### config.mk
export PLATFORM = sky130hd
export DESIGN_NAME = regfile_access_arbiter_flat
export DESIGN_NICKNAME = d
export VERILOG_FILES = /design/src/rtl/regfile_access_arbiter_pkg.sv /design/src/rtl/regfile_access_arbiter_if.sv /design/src/rtl/regfile_access_arbiter_rr_pick.sv /design/src/rtl/regfile_access_arbiter.sv /design/src/flat_wrapper.sv
export SDC_FILE = /design/constraint.sdc
export NUM_CORES = 1
export LEC_CHECK = 0
export BUFFER_PORTS_ARGS = -buffer_cell sky130_fd_sc_hd__buf_4
export CAP_MARGIN = 20
export CORE_AREA = 2 2 108 110
export DETAILED_ROUTE_END_ITERATION = 12
export DIE_AREA = 0 0 110 112
export GPL_ROUTABILITY_DRIVEN = 0
export PLACE_DENSITY = 0.76
export SKIP_CTS_REPAIR_TIMING = 1
export SYNTH_ARGS = -nofsm -noshare
export SYNTH_HDL_FRONTEND = slang
export SYNTH_SLANG_ARGS = --single-unit
### constraint.sdc
create_clock -name clk -period 3.54 [get_ports clk]
set_clock_uncertainty 0.15 [all_clocks]
set_input_delay 0.354 -clock clk [delete_from_list [all_inputs] [get_ports clk]]
set_output_delay 0.354 -clock clk [all_outputs]
set_load 0.02 [all_outputs]
### src/rtl/regfile_access_arbiter_pkg.sv
// Shared constants and types for the register-file access arbiter.
package regfile_arb_pkg;

    localparam int N_REQ  = 4;
    localparam int ADDR_W = 5;
    localparam int DATA_W = 32;
    localparam int ID_W   = $clog2(N_REQ);

    typedef logic [ID_W-1:0] req_id_t;

    function automatic logic [N_REQ-1:0] id_to_onehot(req_id_t id);
        logic [N_REQ-1:0] oh;
        oh     = '0;
        oh[id] = 1'b1;
        return oh;
    endfunction

endpackage

### src/rtl/regfile_access_arbiter_if.sv
// Bundle of requester, grant, register-file and read-return signals.
interface regfile_access_arbiter_if;
    import regfile_arb_pkg::*;

    // Handshake: a requester raises req[i] with req_we/addr/wdata and holds all of
    // them stable until gnt[i] pulses for one cycle; that cycle is the access. It
    // may drop req early, in which case nothing is served. A read returns its data
    // one cycle after gnt with a single-cycle rvalid tagged by rvalid_id.
    logic [N_REQ-1:0]        req;
    logic [N_REQ-1:0]        req_we;
    logic [N_REQ*ADDR_W-1:0] req_addr;
    logic [N_REQ*DATA_W-1:0] req_wdata;
    logic [N_REQ-1:0]        gnt;
    logic                    rf_we;
    logic [ADDR_W-1:0]       rf_waddr;
    logic [DATA_W-1:0]       rf_wdata;
    logic [ADDR_W-1:0]       rf_raddr;
    logic [DATA_W-1:0]       rf_rdata;
    logic [DATA_W-1:0]       rdata;
    logic                    rvalid;
    req_id_t                 rvalid_id;

    // master: the requesters together with the register-file core
    modport master (
        output req, req_we, req_addr, req_wdata, rf_rdata,
        input  gnt, rf_we, rf_waddr, rf_wdata, rf_raddr, rdata, rvalid, rvalid_id
    );

    modport slave (
        input  req, req_we, req_addr, req_wdata, rf_rdata,
        output gnt, rf_we, rf_waddr, rf_wdata, rf_raddr, rdata, rvalid, rvalid_id
    );

endinterface

### src/rtl/regfile_access_arbiter_rr_pick.sv
// Combinational round-robin picker: first set bit of eligible at or above ptr, wrapping.
module rr_pick
    import regfile_arb_pkg::*;
(
    input  logic [N_REQ-1:0] eligible,
    input  req_id_t          ptr,
    output logic             found,
    output req_id_t          winner
);

    req_id_t idx;

    // Walk from the farthest offset down so the nearest eligible index wins last.
    always_comb begin
        found  = 1'b0;
        winner = '0;
        idx    = '0;
        for (int i = N_REQ - 1; i >= 0; i--) begin
            idx = ptr + req_id_t'(i);
            if (eligible[idx]) begin
                found  = 1'b1;
                winner = idx;
            end
        end
    end

endmodule

### src/rtl/regfile_access_arbiter.sv
// Round-robin arbiter sharing the register file's single write/read port among
// N_REQ requesters; registers the file controls and returns read data with its owner ID.
module regfile_access_arbiter
    import regfile_arb_pkg::*;
(
    input  logic                     clk,
    input  logic                     rst_n,
    regfile_access_arbiter_if.slave  bus,
    output req_id_t                  dbg_ptr
);

    req_id_t           ptr;
    req_id_t           winner;
    req_id_t           rd_id;
    logic              found;
    logic              rd_pend;
    logic [N_REQ-1:0]  eligible;
    logic              win_we;
    logic [ADDR_W-1:0] win_addr;
    logic [DATA_W-1:0] win_wdata;

    // The requester granted this cycle still holds req; mask it so it is not served twice.
    assign eligible = bus.req & ~bus.gnt;

    rr_pick u_pick (
        .eligible (eligible),
        .ptr      (ptr),
        .found    (found),
        .winner   (winner)
    );

    assign win_we    = bus.req_we[winner];
    assign win_addr  = bus.req_addr[int'(winner) * ADDR_W +: ADDR_W];
    assign win_wdata = bus.req_wdata[int'(winner) * DATA_W +: DATA_W];
    assign dbg_ptr   = ptr;

    always_ff @(posedge clk) begin
        if (!rst_n) begin
            ptr           <= '0;
            rd_pend       <= 1'b0;
            rd_id         <= '0;
            bus.gnt       <= '0;
            bus.rf_we     <= 1'b0;
            bus.rf_waddr  <= '0;
            bus.rf_wdata  <= '0;
            bus.rf_raddr  <= '0;
            bus.rdata     <= '0;
            bus.rvalid    <= 1'b0;
            bus.rvalid_id <= '0;
        end else begin
            bus.gnt    <= '0;
            bus.rf_we  <= 1'b0;
            rd_pend    <= 1'b0;
            bus.rvalid <= rd_pend;
            // rf_raddr was presented during the grant cycle, so rf_rdata is valid now.
            if (rd_pend) begin
                bus.rdata     <= bus.rf_rdata;
                bus.rvalid_id <= rd_id;
            end
            if (found) begin
                bus.gnt <= id_to_onehot(winner);
                ptr     <= winner + req_id_t'(1);
                if (win_we) begin
                    bus.rf_we    <= 1'b1;
                    bus.rf_waddr <= win_addr;
                    bus.rf_wdata <= win_wdata;
                end else begin
                    bus.rf_raddr <= win_addr;
                    rd_pend      <= 1'b1;
                    rd_id        <= winner;
                end
            end
        end
    end

endmodule

### src/flat_wrapper.sv
// flat-port wrapper written by rule: the top's interface ports become plain ports
module regfile_access_arbiter_flat import regfile_arb_pkg::*;
  (clk, rst_n, dbg_ptr, bus_req, bus_req_we, bus_req_addr, bus_req_wdata, bus_rf_rdata, bus_gnt, bus_rf_we, bus_rf_waddr, bus_rf_wdata, bus_rf_raddr, bus_rdata, bus_rvalid, bus_rvalid_id);
  regfile_access_arbiter_if bus_i ();
  input  logic clk;
  input  logic rst_n;
  output req_id_t dbg_ptr;
  input wire logic [$bits(bus_i.req)-1:0] bus_req;
  input wire logic [$bits(bus_i.req_we)-1:0] bus_req_we;
  input wire logic [$bits(bus_i.req_addr)-1:0] bus_req_addr;
  input wire logic [$bits(bus_i.req_wdata)-1:0] bus_req_wdata;
  input wire logic [$bits(bus_i.rf_rdata)-1:0] bus_rf_rdata;
  output wire logic [$bits(bus_i.gnt)-1:0] bus_gnt;
  output wire logic [$bits(bus_i.rf_we)-1:0] bus_rf_we;
  output wire logic [$bits(bus_i.rf_waddr)-1:0] bus_rf_waddr;
  output wire logic [$bits(bus_i.rf_wdata)-1:0] bus_rf_wdata;
  output wire logic [$bits(bus_i.rf_raddr)-1:0] bus_rf_raddr;
  output wire logic [$bits(bus_i.rdata)-1:0] bus_rdata;
  output wire logic [$bits(bus_i.rvalid)-1:0] bus_rvalid;
  output wire logic [$bits(bus_i.rvalid_id)-1:0] bus_rvalid_id;
  assign bus_i.req = bus_req;
  assign bus_i.req_we = bus_req_we;
  assign bus_i.req_addr = bus_req_addr;
  assign bus_i.req_wdata = bus_req_wdata;
  assign bus_i.rf_rdata = bus_rf_rdata;
  assign bus_gnt = bus_i.gnt;
  assign bus_rf_we = bus_i.rf_we;
  assign bus_rf_waddr = bus_i.rf_waddr;
  assign bus_rf_wdata = bus_i.rf_wdata;
  assign bus_rf_raddr = bus_i.rf_raddr;
  assign bus_rdata = bus_i.rdata;
  assign bus_rvalid = bus_i.rvalid;
  assign bus_rvalid_id = bus_i.rvalid_id;
  regfile_access_arbiter u_core (.clk(clk), .rst_n(rst_n), .bus(bus_i), .dbg_ptr(dbg_ptr));
endmodule
==> results.json <==
{
  "cp_data_arrival_time_ps": 2800,
  "clock_latency_ps": 330,
  "startpoint": "u_core.bus.gnt[1]",
  "ant_nets": 0,
  "dp_hpwl_um": 11400,
  "drt_wl_total_um": 15000,
  "grtUsageMet1_pct": 24.3,
  "drive_gt1_share_pct": 40.9,
  "synth-compound-area-share_pct": 19.4,
  "htree_levels": 3,
  "fin_ws_ps": 837,
  "start_util_pct": 40.5,
  "synth_fa_ha_area_share_pct": 1.11,
  "min_period_ps": 2700,
  "cts_root_buf": "clkbuf_16",
  "max_freq_mhz": 370,
  "worst_slew_pin_slew_ps": 983,
  "die_x_um": 110,
  "crit_path_start_kind": "register",
  "synthToLayoutAreaGrowth_pct": 51.1,
  "seq_area_um2": 1740,
  "dpl_worst_slack_ps": 739,
  "finalPower_mw": 5.69,
  "synth-seq-cells": 87,
  "grt_remaining_overflow": 0,
  "synth_warnings": 0,
  "numCtsBuffers": 9,
  "ys_types": 43,
  "synth_most_common_cell": "nand2_1",
  "synthMuxAreaShare_pct": 18.4,
  "grt_pass1_vias": 4833,
  "drv_slew": 0,
  "worstPathRequired_ps": 3640,
  "worstHoldStart": "bus_rf_rdata[3]",
  "nNetsFinal": 962,
  "netlist_top_cells_count": "114 x nand2_1, 87 x dfxtp_1, 83 x mux2i_1, 70 x a21oi_1",
  "setup_tns_ps": 0,
  "synthCells": 519,
  "synth_nets": 713,
  "port_buffers": 273,
  "drc": 0,
  "cts_tree": "yes",
  "netlist_area_um2": 4520,
  "p_leak_nw": 3.35,
  "final_core_util_pct": 61.2,
  "synth.largest_area_cell": "dfxtp_1",
  "crit_path_end_kind": "register",
  "dr.pass1.iters": 5,
  "diodes": 0,
  "antenna_found_initial": 0,
  "synth_xor_area_share_pct": 0,
  "num_vias": 4854,
  "ioPinCount": 274,
  "slew_headroom_pct": 34.4,
  "path_max_fanout": 42,
  "cts_buffer_depth": 2,
  "p_per_area_nw_per_um2": 832,
  "vias_per_cell": 5.30,
  "synth_ff_type": "dfxtp_1",
  "crit_type": "register to register",
  "grt_busiest_layer": "met2",
  "outcome": "completed",
  "coreArea_um2": 11200,
  "synth_simple_gate_area_share_pct": 16.6,
  "wl_per_cell_um": 16.3,
  "vdd_ir_drop_max_v": 0.000455,
  "drt_iter0_markers": 226,
  "min_period_over_period_pct": 76.4,
  "fin_hold_ws_ps": 115,
  "hp-class": "input pin to register",
  "synth_area_leaders": "dfxtp_1 38%, mux2i_1 18%, nand2_1 9.5%, a221o_1 8.2%, a21oi_1 7.7%",
  "core.rowCount": 39,
  "cts_sinks": 87,
  "yosysTopAreaCellShare_pct": 38.5,
  "n_fill_cell": 977,
  "setup_viol": 0,
  "multi_input_area_um2": 2510,
  "dieArea_um2": 12300,
  "hold_viol": 0,
  "synth-edff-count": 0,
  "async_flop_share_pct": 0,
  "ys_seq_area_share_pct": 38.5,
  "rr_startpoint": "u_core.bus.gnt[1]",
  "grt_max_degree": 74,
  "use_met3_pct": 6.32,
  "track_usage_pct": 23.6,
  "maxCapViolCount": 0,
  "rsz0062_at_grt": "false",
  "die_h_um": 112,
  "path_clk_slew_ps": 60,
  "synth_top_family_by_area": "compound AO/OA/AOI/OAI gates",
  "grt_pass1_wl_um": 22700,
  "avgSynthCellArea_um2": 8.72,
  "grtUsageMet2_pct": 43.1
}
==> layer usage <==
| layer | wire length, µm | vias up |
|---|---|---|
| li1 | - | 2332 |
| met1 | 5400 | 2223 |
| met2 | 7460 | 256 |
| met3 | 1480 | 43 |
| met4 | 616 | 0 |
| met5 | 0 | - |
==> layout make-up <==
| type | instances | area share, % |
|---|---|---|
| inverters | 4 | 0.238 |
| clock buffers | 9 | 3.29 |
| repair buffers | 282 | 31.0 |
| clock inverters | 7 | 0.696 |
| multi-input cells | 384 | 36.7 |
| flip-flops and latches | 87 | 25.5 |
| well taps | 143 | 2.62 |
==> final timing paths <==
| path | endpoint | cells after the start | slack, ps |
|---|---|---|---|
| max | u_core.bus.rf_wdata[8] | 8 | 840 |
| min | u_core.bus.rdata[3] | 3 | 120 |
| max reg2reg | u_core.bus.rf_wdata[8] | 8 | 840 |
| min reg2reg | u_core.bus.rf_raddr[3] | 2 | 310 |
==> registers in the layout (all words and copies together), names as in the netlist, 2 cells and up <==
register	cells
u_core.bus.rdata	32
u_core.bus.rf_wdata	32
u_core.bus.rf_raddr	5
u_core.bus.rf_waddr	5
u_core.bus.gnt	4
u_core.bus.rvalid_id	2
u_core.dbg_ptr	2
u_core.rd_id	2
==> cell families (layout without fill, tap and decap cells) <==
family	count (synthesis)	in the layout
compound gates	121	121
fa+ha+maj	4	4
buf+inv	48	302
flops	87	87
mux	83	83
simple gates	176	176
==> report_power, final <==
group | switching [mW] | internal, mW | total [mW] | leakage, nW
logic | 1.82 | 1.40 | 3.22 | 2.51
registers | 0.272 | 1.33 | 1.61 | 0.716
clock network | 0.383 | 0.475 | 0.858 | 0.132
==> stage by stage <==
step,cells,instance area (µm²)
global route,916,6840
finish,916,6840
floorplan,519,4520
CTS,916,6840
detailed placement,900,6560
global placement,900,6560
==> worst max-delay path, stage by stage, from the launching register on <==
cell,delay [ps]
dfxtp_1,360
and2b_2,280
a21oi_2,290
o22ai_4,120
inv_2,560
buf_4,340
nand2_1,80
a221o_1,310
mux2i_1,120
==> cell usage in the layout, fill, tap and decap left out, types with 2 or more instances in the layout <==
master,instances
a221o_1,37
nand2_1,114
clkinvlp_4,2
nand2b_1,3
nand3_1,2
a21oi_2,2
buf_4,282
a21oi_1,70
a21o_1,2
and2_1,2
clkinv_2,4
clkbuf_16,9
ha_1,4
dfxtp_1,86
inv_2,2
nor2_1,37
and3_1,6
mux2i_1,83
nor3b_1,2
Power figures use the tool's default switching activity.
